**config.mk**
```make
export PLATFORM = sky130hd
export DESIGN_NAME = modbus_bus_arbiter_flat
export DESIGN_NICKNAME = d
export VERILOG_FILES = /design/src/rtl/modbus_bus_arbiter_if.sv /design/src/rtl/modbus_bus_arbiter.sv /design/src/flat_wrapper.sv
export SDC_FILE = /design/constraint.sdc
export NUM_CORES = 1
export LEC_CHECK = 0
export ABC_AREA = 1
export CELL_PAD_IN_SITES_DETAIL_PLACEMENT = 0
export CELL_PAD_IN_SITES_GLOBAL_PLACEMENT = 1
export CORE_MARGIN = 5
export CORE_UTILIZATION = 27
export CTS_BUF_LIST = sky130_fd_sc_hd__clkbuf_16
export DETAILED_ROUTE_END_ITERATION = 16
export HOLD_SLACK_MARGIN = 0.02
export PLACE_DENSITY_LB_ADDON = 0.05
export REMOVE_ABC_BUFFERS = 1
export SYNTH_ARGS = -nofsm -noshare
export SYNTH_HDL_FRONTEND = slang
export SYNTH_SLANG_ARGS = --single-unit
```
**constraint.sdc**
```tcl
create_clock -name clk -period 2.2 [get_ports clk]
set_clock_uncertainty 0.15 [all_clocks]
set_input_delay 0.33 -clock clk [delete_from_list [all_inputs] [get_ports clk]]
set_output_delay 0.33 -clock clk [all_outputs]
set_load 0.01 [all_outputs]
```
**src/rtl/modbus_bus_arbiter_if.sv**
```systemverilog
// Bus bundle for modbus_bus_arbiter: two requester ports, the downstream
// port and the grant/timeout status lines.
interface modbus_bus_arbiter_if;
    logic        s0_valid;
    logic        s0_iswrite;
    logic [15:0] s0_addr;
    logic [15:0] s0_wdata;
    logic [15:0] s0_rdata;
    logic        s0_ack;

    logic        s1_valid;
    logic        s1_iswrite;
    logic [15:0] s1_addr;
    logic [15:0] s1_wdata;
    logic [15:0] s1_rdata;
    logic        s1_ack;

    logic        m_valid;
    logic        m_iswrite;
    logic [15:0] m_addr;
    logic [15:0] m_wdata;
    logic [15:0] m_rdata;
    logic        m_ack;

    logic [1:0]  grant;
    logic        tmo_err;

    // arbiter side
    modport slave (
        input  s0_valid, s0_iswrite, s0_addr, s0_wdata,
        output s0_rdata, s0_ack,
        input  s1_valid, s1_iswrite, s1_addr, s1_wdata,
        output s1_rdata, s1_ack,
        output m_valid, m_iswrite, m_addr, m_wdata,
        input  m_rdata, m_ack,
        output grant, tmo_err
    );

    // requester/downstream environment side
    modport master (
        output s0_valid, s0_iswrite, s0_addr, s0_wdata,
        input  s0_rdata, s0_ack,
        output s1_valid, s1_iswrite, s1_addr, s1_wdata,
        input  s1_rdata, s1_ack,
        input  m_valid, m_iswrite, m_addr, m_wdata,
        output m_rdata, m_ack,
        input  grant, tmo_err
    );
endinterface

```
**src/rtl/modbus_bus_arbiter.sv**
```systemverilog
// Two-requester round-robin arbiter onto a single downstream bus.
// Optional ack timeout enabled by defining ARB_TIMEOUT_EN.
module modbus_bus_arbiter #(
    parameter int          TMO_CYCLES = 255,
    parameter logic [15:0] TMO_RDATA  = 16'hDEAD
) (
    input logic           clk,
    input logic           reset,
    modbus_bus_arbiter_if.slave bus
);
    localparam logic [1:0] ST_IDLE    = 2'd0;
    localparam logic [1:0] ST_BUSY0   = 2'd1;
    localparam logic [1:0] ST_BUSY1   = 2'd2;
    localparam logic [1:0] ST_RELEASE = 2'd3;

    logic [1:0]  r_state;
    logic        r_last;
    logic        r_m_valid;
    logic        r_m_iswrite;
    logic [15:0] r_m_addr;
    logic [15:0] r_m_wdata;
    logic        r_s0_ack;
    logic        r_s1_ack;
    logic [15:0] r_s0_rdata;
    logic [15:0] r_s1_rdata;

    logic        w_pick0;
    logic        w_pick1;
    logic        w_busy;
    logic        w_own1;
    logic        w_expire;
    logic [15:0] w_rdata;

    // on a tie, r_last = 1 means s1 was served last so s0 goes next
    assign w_pick0 = bus.s0_valid & (~bus.s1_valid | r_last);
    assign w_pick1 = bus.s1_valid & ~w_pick0;
    assign w_busy  = (r_state == ST_BUSY0) | (r_state == ST_BUSY1);
    assign w_own1  = (r_state == ST_BUSY1);

`ifdef ARB_TIMEOUT_EN
    localparam int CW = (TMO_CYCLES < 1) ? 1 : $clog2(TMO_CYCLES + 1);

    logic [CW-1:0] r_cnt;
    logic          r_tmo_err;

    assign w_expire = w_busy & ~bus.m_ack & (r_cnt == CW'(TMO_CYCLES));
    assign w_rdata  = bus.m_ack ? bus.m_rdata : TMO_RDATA;

    always_ff @(posedge clk) begin
        if (reset) begin
            r_cnt     <= '0;
            r_tmo_err <= 1'b0;
        end else begin
            r_tmo_err <= w_expire;
            if (!w_busy)
                r_cnt <= '0;
            else if (!bus.m_ack && !w_expire)
                r_cnt <= r_cnt + CW'(1);
        end
    end

    assign bus.tmo_err = r_tmo_err;
`else
    assign w_expire    = 1'b0;
    assign w_rdata     = bus.m_rdata;
    assign bus.tmo_err = 1'b0;
`endif

    always_ff @(posedge clk) begin
        if (reset) begin
            r_state     <= ST_IDLE;
            r_last      <= 1'b1;
            r_m_valid   <= 1'b0;
            r_m_iswrite <= 1'b0;
            r_m_addr    <= '0;
            r_m_wdata   <= '0;
            r_s0_ack    <= 1'b0;
            r_s1_ack    <= 1'b0;
            r_s0_rdata  <= '0;
            r_s1_rdata  <= '0;
        end else begin
            r_s0_ack <= 1'b0;
            r_s1_ack <= 1'b0;
            unique case (r_state)
                ST_IDLE: begin
                    if (w_pick0 | w_pick1) begin
                        r_state     <= w_pick0 ? ST_BUSY0 : ST_BUSY1;
                        r_m_valid   <= 1'b1;
                        r_m_iswrite <= w_pick0 ? bus.s0_iswrite : bus.s1_iswrite;
                        r_m_addr    <= w_pick0 ? bus.s0_addr : bus.s1_addr;
                        r_m_wdata   <= w_pick0 ? bus.s0_wdata : bus.s1_wdata;
                    end
                end
                ST_BUSY0, ST_BUSY1: begin
                    if (bus.m_ack | w_expire) begin
                        r_state   <= ST_RELEASE;
                        r_m_valid <= 1'b0;
                        r_last    <= w_own1;
                        if (w_own1) begin
                            r_s1_ack   <= 1'b1;
                            r_s1_rdata <= w_rdata;
                        end else begin
                            r_s0_ack   <= 1'b1;
                            r_s0_rdata <= w_rdata;
                        end
                    end
                end
                default: r_state <= ST_IDLE;
            endcase
        end
    end

    assign bus.m_valid   = r_m_valid;
    assign bus.m_iswrite = r_m_iswrite;
    assign bus.m_addr    = r_m_addr;
    assign bus.m_wdata   = r_m_wdata;
    assign bus.s0_ack    = r_s0_ack;
    assign bus.s1_ack    = r_s1_ack;
    assign bus.s0_rdata  = r_s0_rdata;
    assign bus.s1_rdata  = r_s1_rdata;
    assign bus.grant     = {r_state == ST_BUSY1, r_state == ST_BUSY0};
endmodule

```
**src/flat_wrapper.sv**
```systemverilog
// flat-port wrapper written by rule: the top's interface ports become plain ports
module modbus_bus_arbiter_flat 
#(
    parameter int          TMO_CYCLES = 255,
    parameter logic [15:0] TMO_RDATA  = 16'hDEAD
)
  (clk, reset, bus_s0_valid, bus_s0_iswrite, bus_s0_addr, bus_s0_wdata, bus_s0_rdata, bus_s0_ack, bus_s1_valid, bus_s1_iswrite, bus_s1_addr, bus_s1_wdata, bus_s1_rdata, bus_s1_ack, bus_m_valid, bus_m_iswrite, bus_m_addr, bus_m_wdata, bus_m_rdata, bus_m_ack, bus_grant, bus_tmo_err);
  modbus_bus_arbiter_if bus_i ();
  input logic clk;
  input logic reset;
  input wire logic [$bits(bus_i.s0_valid)-1:0] bus_s0_valid;
  input wire logic [$bits(bus_i.s0_iswrite)-1:0] bus_s0_iswrite;
  input wire logic [$bits(bus_i.s0_addr)-1:0] bus_s0_addr;
  input wire logic [$bits(bus_i.s0_wdata)-1:0] bus_s0_wdata;
  output wire logic [$bits(bus_i.s0_rdata)-1:0] bus_s0_rdata;
  output wire logic [$bits(bus_i.s0_ack)-1:0] bus_s0_ack;
  input wire logic [$bits(bus_i.s1_valid)-1:0] bus_s1_valid;
  input wire logic [$bits(bus_i.s1_iswrite)-1:0] bus_s1_iswrite;
  input wire logic [$bits(bus_i.s1_addr)-1:0] bus_s1_addr;
  input wire logic [$bits(bus_i.s1_wdata)-1:0] bus_s1_wdata;
  output wire logic [$bits(bus_i.s1_rdata)-1:0] bus_s1_rdata;
  output wire logic [$bits(bus_i.s1_ack)-1:0] bus_s1_ack;
  output wire logic [$bits(bus_i.m_valid)-1:0] bus_m_valid;
  output wire logic [$bits(bus_i.m_iswrite)-1:0] bus_m_iswrite;
  output wire logic [$bits(bus_i.m_addr)-1:0] bus_m_addr;
  output wire logic [$bits(bus_i.m_wdata)-1:0] bus_m_wdata;
  input wire logic [$bits(bus_i.m_rdata)-1:0] bus_m_rdata;
  input wire logic [$bits(bus_i.m_ack)-1:0] bus_m_ack;
  output wire logic [$bits(bus_i.grant)-1:0] bus_grant;
  output wire logic [$bits(bus_i.tmo_err)-1:0] bus_tmo_err;
  assign bus_i.s0_valid = bus_s0_valid;
  assign bus_i.s0_iswrite = bus_s0_iswrite;
  assign bus_i.s0_addr = bus_s0_addr;
  assign bus_i.s0_wdata = bus_s0_wdata;
  assign bus_s0_rdata = bus_i.s0_rdata;
  assign bus_s0_ack = bus_i.s0_ack;
  assign bus_i.s1_valid = bus_s1_valid;
  assign bus_i.s1_iswrite = bus_s1_iswrite;
  assign bus_i.s1_addr = bus_s1_addr;
  assign bus_i.s1_wdata = bus_s1_wdata;
  assign bus_s1_rdata = bus_i.s1_rdata;
  assign bus_s1_ack = bus_i.s1_ack;
  assign bus_m_valid = bus_i.m_valid;
  assign bus_m_iswrite = bus_i.m_iswrite;
  assign bus_m_addr = bus_i.m_addr;
  assign bus_m_wdata = bus_i.m_wdata;
  assign bus_i.m_rdata = bus_m_rdata;
  assign bus_i.m_ack = bus_m_ack;
  assign bus_grant = bus_i.grant;
  assign bus_tmo_err = bus_i.tmo_err;
  modbus_bus_arbiter #(.TMO_CYCLES(TMO_CYCLES), .TMO_RDATA(TMO_RDATA)) u_core (.clk(clk), .reset(reset), .bus(bus_i));
endmodule
```
==> impl_metrics.prom <==
# TYPE chip_impl_metric gauge
chip_impl_metric{name="hold-path-cell-count",unit=""} 2
chip_impl_metric{name="worstPathMaxFanout",unit=""} 4
chip_impl_info{name="worst_path_dominant_cell_family",value="buffers and inverters"} 1
chip_impl_metric{name="grt_start_max_net_pins",unit=""} 53
chip_impl_metric{name="cts_post_setup_buffers_inserted",unit=""} 0
chip_impl_metric{name="syn-mean-instance-area",unit="um2"} 6.75
chip_impl_metric{name="drc_errors",unit=""} 0
chip_impl_metric{name="number_of_warnings_printed_during_yosys_synthesis",unit=""} 0
chip_impl_metric{name="min_period",unit="ns"} 2.08
chip_impl_metric{name="regToRegSetupSlack",unit="ns"} 0.31
chip_impl_info{name="yosys.cell_count.top_type",value="nor2_1"} 1
chip_impl_metric{name="synth.cell_area",unit="um2"} 3200
chip_impl_metric{name="cts_made_buffers",unit=""} 9
chip_impl_metric{name="gr-usage-met1",unit=""} 0.167
chip_impl_metric{name="critical_path_required",unit="ns"} 1.72
chip_impl_metric{name="post-route-period-util",unit=""} 0.945
chip_impl_metric{name="ys_seq_area_frac",unit=""} 0.444
chip_impl_metric{name="report.final.setup_viol",unit=""} 0
chip_impl_metric{name="synth_seq_cells",unit=""} 71
chip_impl_metric{name="dp.cells",unit=""} 753
chip_impl_info{name="worst_setup_path_start_kind",value="flip-flop"} 1
chip_impl_metric{name="synth_edf_count",unit=""} 0
chip_impl_metric{name="place_congestion",unit=""} 0.719
chip_impl_metric{name="grt_overflow_total",unit=""} 0
chip_impl_info{name="dominantRegCellSynth",value="dfxtp_1"} 1
chip_impl_info{name="grt_most_used_layer",value="met2"} 1
chip_impl_info{name="r2r_end",value="u_core.bus.s0_rdata[3]$_SDFFE_PP0P_"} 1
chip_impl_metric{name="count_of_cell_instances_traversed_by_the_critical_path",unit=""} 3
chip_impl_metric{name="post_cts.resized_instances",unit=""} 0
chip_impl_metric{name="die_x",unit="um"} 119
chip_impl_info{name="synth_top_cells_by_count",value="nor2_1 (132), nand2_1 (81), dfxtp_1 (71)"} 1
chip_impl_metric{name="synthDistinctLibCells",unit=""} 19
chip_impl_metric{name="syn_to_final_growth",unit="%"} 60.3
chip_impl_info{name="rsz_0062_raised_after_global_routing",value="false"} 1
chip_impl_metric{name="core-area",unit="um2"} 11500
chip_impl_info{name="min_from",value="reset"} 1
chip_impl_info{name="nature_of_the_critical_path_endpoint",value="primary output"} 1
chip_impl_info{name="cp-startpoint",value="u_core.r_state[0]$_SDFFE_PP0P_"} 1
chip_impl_metric{name="start_util",unit=""} 0.278
chip_impl_info{name="cp_cell_sequence",value="inv_1 > ha_1 > clkdlybuf4s50_1"} 1
chip_impl_metric{name="clock_path_buffers",unit=""} 2
chip_impl_metric{name="floorplan.die_area",unit="um2"} 14100
chip_impl_metric{name="max_slew.worst_pin.slew",unit="ns"} 0.575
chip_impl_info{name="cell_type_with_the_largest_total_area_after_synthesis",value="dfxtp_1"} 1
chip_impl_metric{name="reg2reg_depth",unit=""} 7
chip_impl_metric{name="nets",unit=""} 713
chip_impl_metric{name="pre_cts_worst_setup_slack",unit="ns"} 0.227
chip_impl_metric{name="grt.met3_usage",unit=""} 0.0820
chip_impl_metric{name="hold_violations",unit=""} 0
chip_impl_metric{name="max-slew-margin-rel",unit=""} 0.616
chip_impl_metric{name="max_stage_delay_on_crit_path",unit="ns"} 0.56
chip_impl_metric{name="slew_violations",unit=""} 0
chip_impl_metric{name="fin_util",unit=""} 0.445
chip_impl_metric{name="numClockSinks",unit=""} 71
chip_impl_metric{name="io_buffers",unit=""} 156
chip_impl_metric{name="stdcell_area",unit="um2"} 5130
chip_impl_metric{name="syn_inst",unit=""} 474
chip_impl_metric{name="antenna_violating_nets_post_route",unit=""} 0
chip_impl_metric{name="htreeDepth",unit=""} 3
chip_impl_metric{name="grt_first_pass_wirelength",unit="um"} 17000
chip_impl_info{name="cts_tree",value="done"} 1
chip_impl_metric{name="vias_in_the_first_global_route",unit=""} 3399
chip_impl_info{name="root_buffer",value="clkbuf_16"} 1
chip_impl_metric{name="cp.arrival",unit="ns"} 1.60
chip_impl_metric{name="clkSlewWorstSetupHoldPaths",unit="ns"} 0.06
chip_impl_metric{name="fmax",unit="MHz"} 481
chip_impl_metric{name="antennaDiodeCount",unit=""} 0
chip_impl_metric{name="cts_stage_hold_buffer_count",unit=""} 0
chip_impl_info{name="hold_path_class",value="in -> reg"} 1
chip_impl_metric{name="viasPerCell",unit=""} 4.33
chip_impl_metric{name="die_height",unit="um"} 119
chip_impl_metric{name="fillers",unit=""} 1236
chip_impl_metric{name="use_met2",unit=""} 0.247
chip_impl_info{name="worstHoldEndpoint",value="u_core.r_state[0]$_SDFFE_PP0P_"} 1
chip_impl_metric{name="dp_hpwl",unit="um"} 7420
chip_impl_metric{name="finish.cell_count_without_fillers",unit=""} 769
chip_impl_metric{name="power.density_cell_area",unit="nW/um2"} 1120
chip_impl_metric{name="drc_marker_count_from_the_first_detailed_route_iteration",unit=""} 260
chip_impl_metric{name="ir_worst_vdd",unit="mV"} 0.490
chip_impl_info{name="r2r-start",value="u_core.r_state[0]$_SDFFE_PP0P_"} 1
chip_impl_metric{name="cap_violations",unit=""} 0
chip_impl_metric{name="number_of_antenna_violations_at_the_first_check_in_global_routing",unit=""} 0
chip_impl_metric{name="cp.buffers_inverters",unit=""} 2
chip_impl_metric{name="fin_tns_setup",unit="ns"} 0
chip_impl_metric{name="finalWirelength",unit="um"} 10300
chip_impl_metric{name="routedWlPerCell",unit="um"} 13.4
chip_impl_metric{name="rows",unit=""} 39
chip_impl_metric{name="grt_use_total",unit=""} 0.150
chip_impl_metric{name="boundaryPins",unit=""} 158
chip_impl_metric{name="async_flop_share",unit=""} 0
chip_impl_metric{name="route.vias.total",unit=""} 3329
chip_impl_metric{name="placed_area",unit="um2"} 4860
chip_impl_metric{name="layout-drive-gt1-share",unit=""} 0.0495
chip_impl_metric{name="yosys.area.top_type_share",unit=""} 0.444
chip_impl_metric{name="insertion_delay",unit="ns"} 0.34
chip_impl_info{name="slowest_cell_on_the_critical_path",value="clkdlybuf4s50_1"} 1
chip_impl_info{name="outcome",value="complete, no violations"} 1
chip_impl_metric{name="p_leak",unit="nW"} 2.35
chip_impl_metric{name="setup_slack",unit="ns"} 0.120
chip_impl_metric{name="dr.pass1.iters",unit=""} 4
chip_impl_info{name="post_synth_main_area_contributors",value="dfxtp_1 (44%), nor2_1 (15%), nand3_1 (10%), nand2_1 (9.5%), o21ai_0 (5.2%)"} 1
chip_impl_info{name="criticalPathCategory",value="reg -> out"} 1
[cells by family after synthesis]
logic type | synth area share
fa+ha+maj | 0.0196
other cells | 0.00117
simple gates | 0.373
compound gates | 0.0563
flops | 0.444
buf+inv | 0.106
[placed cells by master, fill, tap and decap left out, drive strengths merged]
master,n
ha,5
nor2,135
conb,1
nor3b,1
clkdlybuf4s50,155
nand2,83
dfxtp,71
buf,11
a21oi,3
clkinv,4
nand3,67
clkinvlp,2
o21ai,33
inv,45
clkbuf,9
nor3,1
[through the flow]
stage / power (mW) / hold WS, ns
floorplan: 3.10 / 0.249
global placement: 4.46 / 0.307
detailed placement: 4.49 / 0.314
CTS: 5.84 / 0.169
global route: 6.19 / 0.194
finish: 5.73 / 0.191
[worst max-delay path by stage]
stage,slack (ns),endpoint
after detailed placement,0.23,u_core.r_state[0]$_SDFFE_PP0P_
after floorplan,0.24,u_core.bus.m_addr[0]$_SDFFE_PP0P_
after global routing,0.05,bus_grant[1]
after global placement,0.25,u_core.r_state[0]$_SDFFE_PP0P_
final,0.12,bus_grant[1]
after CTS,0.09,bus_grant[1]
[power by group]
group          switching, mW  internal [mW]
clock network          0.562          0.751
registers              0.225           1.71
logic                   1.23           1.25
total                   2.02           3.71
[area by class of cell]
class | count | area (um2) | share of cell area
clock buffer | 9 | 225 | 0.0439
clock inverter | 7 | 41.3 | 0.00805
inverter | 44 | 165 | 0.0322
multi-input combinational | 329 | 1440 | 0.281
sequential | 71 | 1420 | 0.277
tap | 143 | 179 | 0.0349
timing repair buffer | 166 | 1660 | 0.323
[registers in the layout, indices dropped and copies added (netlist names)]
| signal | cells |
|---|---|
| u_core.bus.m_addr | 16 |
| u_core.bus.s1_ack | 1 |
| u_core.bus.m_wdata | 16 |
| u_core.r_last | 1 |
| u_core.bus.m_valid | 1 |
| u_core.r_state | 2 |
| u_core.bus.s1_rdata | 16 |
| u_core.bus.s0_ack | 1 |
| u_core.bus.s0_rdata | 16 |
| u_core.bus.m_iswrite | 1 |
[routing by layer]
layer / up-vias / share of wire
li1: 1757 / -
met1: 1443 / 0.43
met2: 116 / 0.46
met3: 13 / 0.097
met4: 0 / 0.013
met5: - / 0
(Power assumes the default switching activity.)
